`config.mk`:
```
export PLATFORM = sky130hd
export DESIGN_NAME = fp_divider_seq_flat
export DESIGN_NICKNAME = d
export VERILOG_FILES = /design/src/rtl/fp_pkg.sv /design/src/rtl/fp_divider_seq_if.sv /design/src/rtl/fp_mant_div_seq.sv /design/src/rtl/fp_divider_seq.sv /design/src/flat_wrapper.sv
export SDC_FILE = /design/constraint.sdc
export NUM_CORES = 1
export LEC_CHECK = 0
export CAP_MARGIN = 20
export CORE_AREA = 4 4 169 130
export DETAILED_ROUTE_END_ITERATION = 10
export DIE_AREA = 0 0 173 134
export GPL_ROUTABILITY_DRIVEN = 1
export GPL_TIMING_DRIVEN = 0
export PLACE_DENSITY = 0.66
export SYNTH_ARGS = -nofsm -noshare
export SYNTH_HDL_FRONTEND = slang
export SYNTH_HIERARCHICAL = 1
export SYNTH_SLANG_ARGS = --single-unit
```
`constraint.sdc`:
```
create_clock -name clk -period 4.4 [get_ports clk]
set_input_delay 1.1 -clock clk [delete_from_list [all_inputs] [get_ports clk]]
set_output_delay 1.1 -clock clk [all_outputs]
set_load 0.01 [all_outputs]
```
`src/rtl/fp_pkg.sv`:
```
// Shared float32 field split, special-value encodings and operand classifier.
// The combinational multiplier and the sequential divider both import this.
package fp_pkg;

  localparam int EXP_BIAS = 127;
  localparam int QBITS    = 25;

  localparam logic [31:0] QNAN    = 32'h7FC00000;
  localparam logic [31:0] POS_INF = 32'h7F800000;
  localparam logic [31:0] NEG_INF = 32'hFF800000;

  typedef struct packed {
    logic        sign;
    logic [7:0]  exp;
    logic [22:0] frac;
  } fp32_t;

  typedef struct packed {
    logic is_zero;
    logic is_inf;
    logic is_nan;
  } fp_class_t;

  // A zero exponent counts as zero whatever the fraction, so denormals flush.
  function automatic fp_class_t classify(input fp32_t x);
    fp_class_t c;
    c.is_zero = (x.exp == 8'h00);
    c.is_inf  = (x.exp == 8'hFF) && (x.frac == 23'd0);
    c.is_nan  = (x.exp == 8'hFF) && (x.frac != 23'd0);
    return c;
  endfunction

endpackage

```
`src/rtl/fp_divider_seq_if.sv`:
```
// Start/done handshake and operand/result bus between the datapath
// controller (master) and the sequential float divider (slave).
interface fp_divider_seq_if;

  logic        start;
  logic [31:0] dataA;
  logic [31:0] dataB;
  logic        busy;
  logic        done;
  logic [31:0] dataR;

  modport master (
    output start, dataA, dataB,
    input  busy, done, dataR
  );

  modport slave (
    input  start, dataA, dataB,
    output busy, done, dataR
  );

endinterface

```
`src/rtl/fp_mant_div_seq.sv`:
```
// Restoring significand divider: one quotient bit per step, MSB first.
// Quotient is floor(mant_a * 2^24 / mant_b), QBITS wide.
module fp_mant_div_seq
  import fp_pkg::*;
(
  input  logic             clk,
  input  logic             reset,
  input  logic             load,
  input  logic             step,
  input  logic [23:0]      mant_a,
  input  logic [23:0]      mant_b,
  output logic [QBITS-1:0] quot,
  output logic             last
);

  logic [QBITS-1:0] rem;
  logic [QBITS-1:0] diff;
  logic [23:0]      divisor;
  logic [4:0]       count;
  logic             qbit;

  always_comb begin
    qbit = (rem >= {1'b0, divisor});
    diff = qbit ? (rem - {1'b0, divisor}) : rem;
  end

  assign last = (count == 5'd0);

  // After a subtract the remainder is below the divisor, so the shift never
  // loses a set bit.
  always_ff @(posedge clk) begin
    if (reset) begin
      rem     <= '0;
      divisor <= '0;
      count   <= '0;
      quot    <= '0;
    end else if (load) begin
      rem     <= {1'b0, mant_a};
      divisor <= mant_b;
      count   <= 5'(QBITS - 1);
      quot    <= '0;
    end else if (step) begin
      rem  <= diff << 1;
      quot <= {quot[QBITS-2:0], qbit};
      if (!last) count <= count - 5'd1;
    end
  end

endmodule

```
`src/rtl/fp_divider_seq.sv`:
```
// Sequential IEEE-754 single-precision divider, dataR = dataA / dataB.
// Truncating, denormals flushed; specials resolved at accept.
//
// state  | meaning
// IDLE   | waiting for start (blocked during the done cycle)
// DIV    | one quotient bit per clock, 25 clocks
// NORM   | normalise quotient, exponent range check
// DONE   | result staged; dataR/done update on the exit edge
module fp_divider_seq
  import fp_pkg::*;
(
  input logic              clk,
  input logic              reset,
  fp_divider_seq_if.slave  bus
);

  localparam logic [1:0] S_IDLE = 2'd0;
  localparam logic [1:0] S_DIV  = 2'd1;
  localparam logic [1:0] S_NORM = 2'd2;
  localparam logic [1:0] S_DONE = 2'd3;

  logic [1:0]       state;
  logic             sign_q;
  logic [7:0]       exp_a_q;
  logic [7:0]       exp_b_q;
  logic [31:0]      res_q;
  logic [31:0]      dataR_q;
  logic             done_q;

  fp32_t            op_a;
  fp32_t            op_b;
  fp_class_t        cls_a;
  fp_class_t        cls_b;
  logic             sgn;
  logic             special;
  logic [31:0]      spec_res;
  logic             accept;

  logic [QBITS-1:0] quot;
  logic             mant_last;
  logic             mant_load;
  logic             mant_step;

  logic signed [9:0] e_norm;
  logic [22:0]       frac_norm;
  logic [31:0]       norm_res;

  assign op_a  = bus.dataA;
  assign op_b  = bus.dataB;
  assign cls_a = classify(op_a);
  assign cls_b = classify(op_b);
  assign sgn   = op_a.sign ^ op_b.sign;

  // Precedence order matters: NaN, then indeterminate forms, then inf, then zero.
  always_comb begin
    special  = 1'b1;
    spec_res = QNAN;
    if (cls_a.is_nan || cls_b.is_nan) begin
      spec_res = QNAN;
    end else if ((cls_a.is_zero && cls_b.is_zero) || (cls_a.is_inf && cls_b.is_inf)) begin
      spec_res = QNAN;
    end else if (cls_a.is_inf || cls_b.is_zero) begin
      spec_res = sgn ? NEG_INF : POS_INF;
    end else if (cls_a.is_zero || cls_b.is_inf) begin
      spec_res = {sgn, 31'd0};
    end else begin
      special = 1'b0;
    end
  end

  assign accept    = (state == S_IDLE) && bus.start && !done_q;
  assign mant_load = accept && !special;
  assign mant_step = (state == S_DIV);

  fp_mant_div_seq u_mant (
    .clk    (clk),
    .reset  (reset),
    .load   (mant_load),
    .step   (mant_step),
    .mant_a ({1'b1, op_a.frac}),
    .mant_b ({1'b1, op_b.frac}),
    .quot   (quot),
    .last   (mant_last)
  );

  // Exponent in 10-bit two's complement so both overflow and underflow show.
  always_comb begin
    e_norm = 10'({2'b00, exp_a_q}) - 10'({2'b00, exp_b_q}) + 10'(EXP_BIAS);
    if (quot[QBITS-1]) begin
      frac_norm = quot[23:1];
    end else begin
      frac_norm = quot[22:0];
      e_norm    = e_norm - 10'sd1;
    end
    if (e_norm >= 10'sd255)
      norm_res = {sign_q, 8'hFF, 23'd0};
    else if (e_norm <= 10'sd0)
      norm_res = {sign_q, 31'd0};
    else
      norm_res = {sign_q, e_norm[7:0], frac_norm};
  end

  always_ff @(posedge clk) begin
    if (reset) begin
      state   <= S_IDLE;
      sign_q  <= 1'b0;
      exp_a_q <= 8'd0;
      exp_b_q <= 8'd0;
      res_q   <= 32'd0;
      dataR_q <= 32'd0;
      done_q  <= 1'b0;
    end else begin
      done_q <= 1'b0;
      case (state)
        S_IDLE: begin
          if (accept) begin
            sign_q  <= sgn;
            exp_a_q <= op_a.exp;
            exp_b_q <= op_b.exp;
            if (special) begin
              res_q <= spec_res;
              state <= S_DONE;
            end else begin
              state <= S_DIV;
            end
          end
        end
        S_DIV: begin
          if (mant_last) state <= S_NORM;
        end
        S_NORM: begin
          res_q <= norm_res;
          state <= S_DONE;
        end
        S_DONE: begin
          dataR_q <= res_q;
          done_q  <= 1'b1;
          state   <= S_IDLE;
        end
        default: state <= S_IDLE;
      endcase
    end
  end

  assign bus.busy  = (state != S_IDLE) || done_q;
  assign bus.done  = done_q;
  assign bus.dataR = dataR_q;

endmodule
```
`src/flat_wrapper.sv`:
```
// flat-port wrapper written by rule: the top's interface ports become plain ports
module fp_divider_seq_flat import fp_pkg::*;
  (clk, reset, bus_start, bus_dataA, bus_dataB, bus_busy, bus_done, bus_dataR);
  fp_divider_seq_if bus_i ();
  input logic clk;
  input logic reset;
  input wire logic [$bits(bus_i.start)-1:0] bus_start;
  input wire logic [$bits(bus_i.dataA)-1:0] bus_dataA;
  input wire logic [$bits(bus_i.dataB)-1:0] bus_dataB;
  output wire logic [$bits(bus_i.busy)-1:0] bus_busy;
  output wire logic [$bits(bus_i.done)-1:0] bus_done;
  output wire logic [$bits(bus_i.dataR)-1:0] bus_dataR;
  assign bus_i.start = bus_start;
  assign bus_i.dataA = bus_dataA;
  assign bus_i.dataB = bus_dataB;
  assign bus_busy = bus_i.busy;
  assign bus_done = bus_i.done;
  assign bus_dataR = bus_i.dataR;
  fp_divider_seq u_core (.clk(clk), .reset(reset), .bus(bus_i));
endmodule
```
==> run summary <==
Final Max Slew Viols: 0
GRT overflow: 0
Worst hold-check path type: register to register
Post-Route Skew: 12.3 ps
Total of warnings raised by yosys: 6
Most common cell on crit path: inv_1
Post-CTS setup buffers: 0
Logic gate share of total power: 58.7%
Core outline area: 20200 um^2
# resized after CTS: 0
Top cells by count, synth: dfxtp_1, nor2_1, mux2i_1
Top cell type's share of synthesized area: 36.0%
Share of layout cells above drive strength 1: 8.72%
WP data arrival: 4360 ps
Post-CTS Hold Buffers: 0
Crit path launch type: register
Slowest stage delay, CP: 790 ps
#FFs+latches synth: 163
Number of top-level pins: 101
Worst Path Required: 4730 ps
Final instance area: 11000 um^2
CTS tree: yes
Tcrit/Tclk final: 91.6%
Clk buf depth: 2
DRC viols: 0
Die area: 23200 um^2
First-pass GRT wire length: 38.6 mm
Cells after Synth: 1037
Gr usage total: 20.3%
CTS Root Cell: clkbuf_16
Via/cell ratio: 5.57
Final #Nets: 1266
Largest net degree at the start of global routing: 20
Maximum VDD drop: 0.369 mV
Starting DRT DRC Count: 749
Critical path class: register to register
Placement Rows: 45
Worst setup margin: 371 ps
N_diodes: 0
Worst-path clk slew: 80 ps
Final hold violations: 0
Via count: 7958
Initial core utilization: 45.0%
Post-synth EDFFs: 0
Die Height: 134 um
Total negative slack: 0 ps
Ys flop type: dfxtp_1
Final WL: 23.9 mm
H-tree Lvls: 4
Seq/Total Area, Yosys: 36.0%
Clock sink total: 163
Pre-CTS setup slack: 61.8 ps
Worst-margin pin slew: 1080 ps
Sequential share of power: 23.0%
Vias in the first global route: 7499
Critical path endpoint category: register
Number of distinct library cells after synthesis: 90
Final-report setup violation count: 0
CP max-delay cell: o21ai_0
Critical-path cell list: inv_1, ha_1, inv_1, fa_1, and3_1, nor3_2, o221ai_2, or4b_1, a21oi_2, a21oi_1, o21ai_0, a2111oi_4, buf_6, a32o_1
Fill cells: 1868
F_max: 248 MHz
Layout area overhead: 21.3%
Count leader, synth: dfxtp_1
CTS buffer count: 17
Max cap viols: 0
Crit path max fanout: 10
Net load switching power: 3770 uW
GPL Wtd Cong: 0.939
Period minus WS final: 4030 ps
Switching Share: 46.2%
Max-slew headroom: 27.6%
WL per Instance: 16.7 um
Die Wd: 173 um
DRT Pass-1 Iters: 6
Ys async rst share: 0%
Status: finished clean
Internal power: 4400 uW
RSZ-0062 raised after global routing: false
Initial antenna violation count: 0
Detail Route Antenna Nets: 0
Clock power frac: 18.3%
HPWL after DPL: 18.3 mm
Clk_lat worst skew: 440 ps
Synthesized area: 9070 um^2
Dpl cell area: 10400 um^2
Largest area contributor in the netlist: dfxtp_1
Synth top area cells: dfxtp_1, mux2i_1, ha_1
Power density over cell area: 742 nW/um^2
Lkg Pwr: 0.00413 uW
Synthesized area per cell: 8.75 um^2
IO Port Bufs: 100
==> per-stage QoR <==
| step | hold WS [ps] | utilization (%) | total power, uW | cells |
|---|---|---|---|---|
| floorplan | 436 | - | 5500 | 1038 |
| global placement | 444 | 51.6 | 6500 | 1396 |
| detailed placement | 449 | 51.6 | 6550 | 1396 |
| CTS | 459 | 54.6 | 8100 | 1428 |
| global route | 481 | 54.6 | 8750 | 1428 |
| finish | 457 | 54.6 | 8170 | 1428 |
==> power by group through the flow <==
stage                     sequential [uW]  clock (uW)  combinational (uW)
after detailed placement             1900           0                4650
final                                1880        1500                4790
after CTS                            1870        1530                4700
after floorplan                      1830           0                3670
after global routing                 1900        1600                5250
after global placement               1900           0                4600
==> layer usage <==
metal	track usage [%]	wire length [um]	part of all wire, %	up-vias
met5	0	0	0	-
met4	4.12	269	1.1	0
met3	5.18	1590	6.7	29
met2	30.7	9950	42	269
met1	29.5	12000	50	3689
li1	-	-	-	3971
==> placed cells by master (no fill, tap or decap), types with 8 or more instances in the layout <==
cell / count
clkbuf_1: 39
a21oi_1: 70
nand2_1: 71
a21o_1: 13
inv_1: 58
nor3_1: 19
nand3_1: 12
a32o_1: 22
nor4_1: 12
mux2i_1: 83
o21ai_0: 53
xnor2_1: 17
clkbuf_16: 17
xor2_1: 15
ha_1: 40
mux2_2: 23
clkdlybuf4s50_1: 100
a31oi_1: 9
nor2_1: 132
nor2b_1: 12
a211oi_1: 15
nand4_1: 8
dfxtp_1: 163
==> worst max-delay path, delay by kind of cell, from the launching register on <==
| family | cells | cell delay [ps] |
|---|---|---|
| simple gates | 3 | 970 |
| buf+inv | 3 | 310 |
| compound gates | 6 | 1690 |
| fa+ha+maj | 2 | 630 |
| flops | 1 | 320 |
==> area by class of cell <==
cell class	instances	area [um^2]	area share (%)
timing repair buffer	100	1000	9.10
tap	258	323	2.93
sequential	163	3260	29.7
multi-input combinational	765	5330	48.4
buffer	52	268	2.43
inverter	58	218	1.98
clock inverter	15	178	1.61
clock buffer	17	425	3.87
==> cells by family after synthesis <==
family,synth area share (%)
compound gates,19.8
xor+xnor,3.64
fa+ha+maj,5.96
buf+inv,5.35
flops,36.0
mux,12.0
other cells,0.0413
simple gates,17.2
==> sequential cells by signal, summed over array words and instances, names as in the netlist <==
name / cells
u_core/bus.done: 1
u_core/exp_a_q: 8
u_core/state: 2
u_core/u_mant/rem: 25
u_core/res_q: 32
u_core/u_mant/count: 5
u_core/bus.dataR: 32
u_core/u_mant/quot: 25
u_core/sign_q: 1
u_core/u_mant/divisor: 24
u_core/exp_b_q: 8
==> worst paths after layout <==
check / startpoint / endpoint / slack, ps / depth (start not counted)
max: u_core/exp_a_q[0] / u_core/res_q[17] / 370 / 14
min: u_core/exp_b_q[6] / u_core/exp_b_q[6] / 460 / 2
max reg2reg: u_core/exp_a_q[0] / u_core/res_q[17] / 370 / 14
min reg2reg: u_core/exp_b_q[6] / u_core/exp_b_q[6] / 460 / 2
Note: power is estimated with default switching activity, not from simulation.
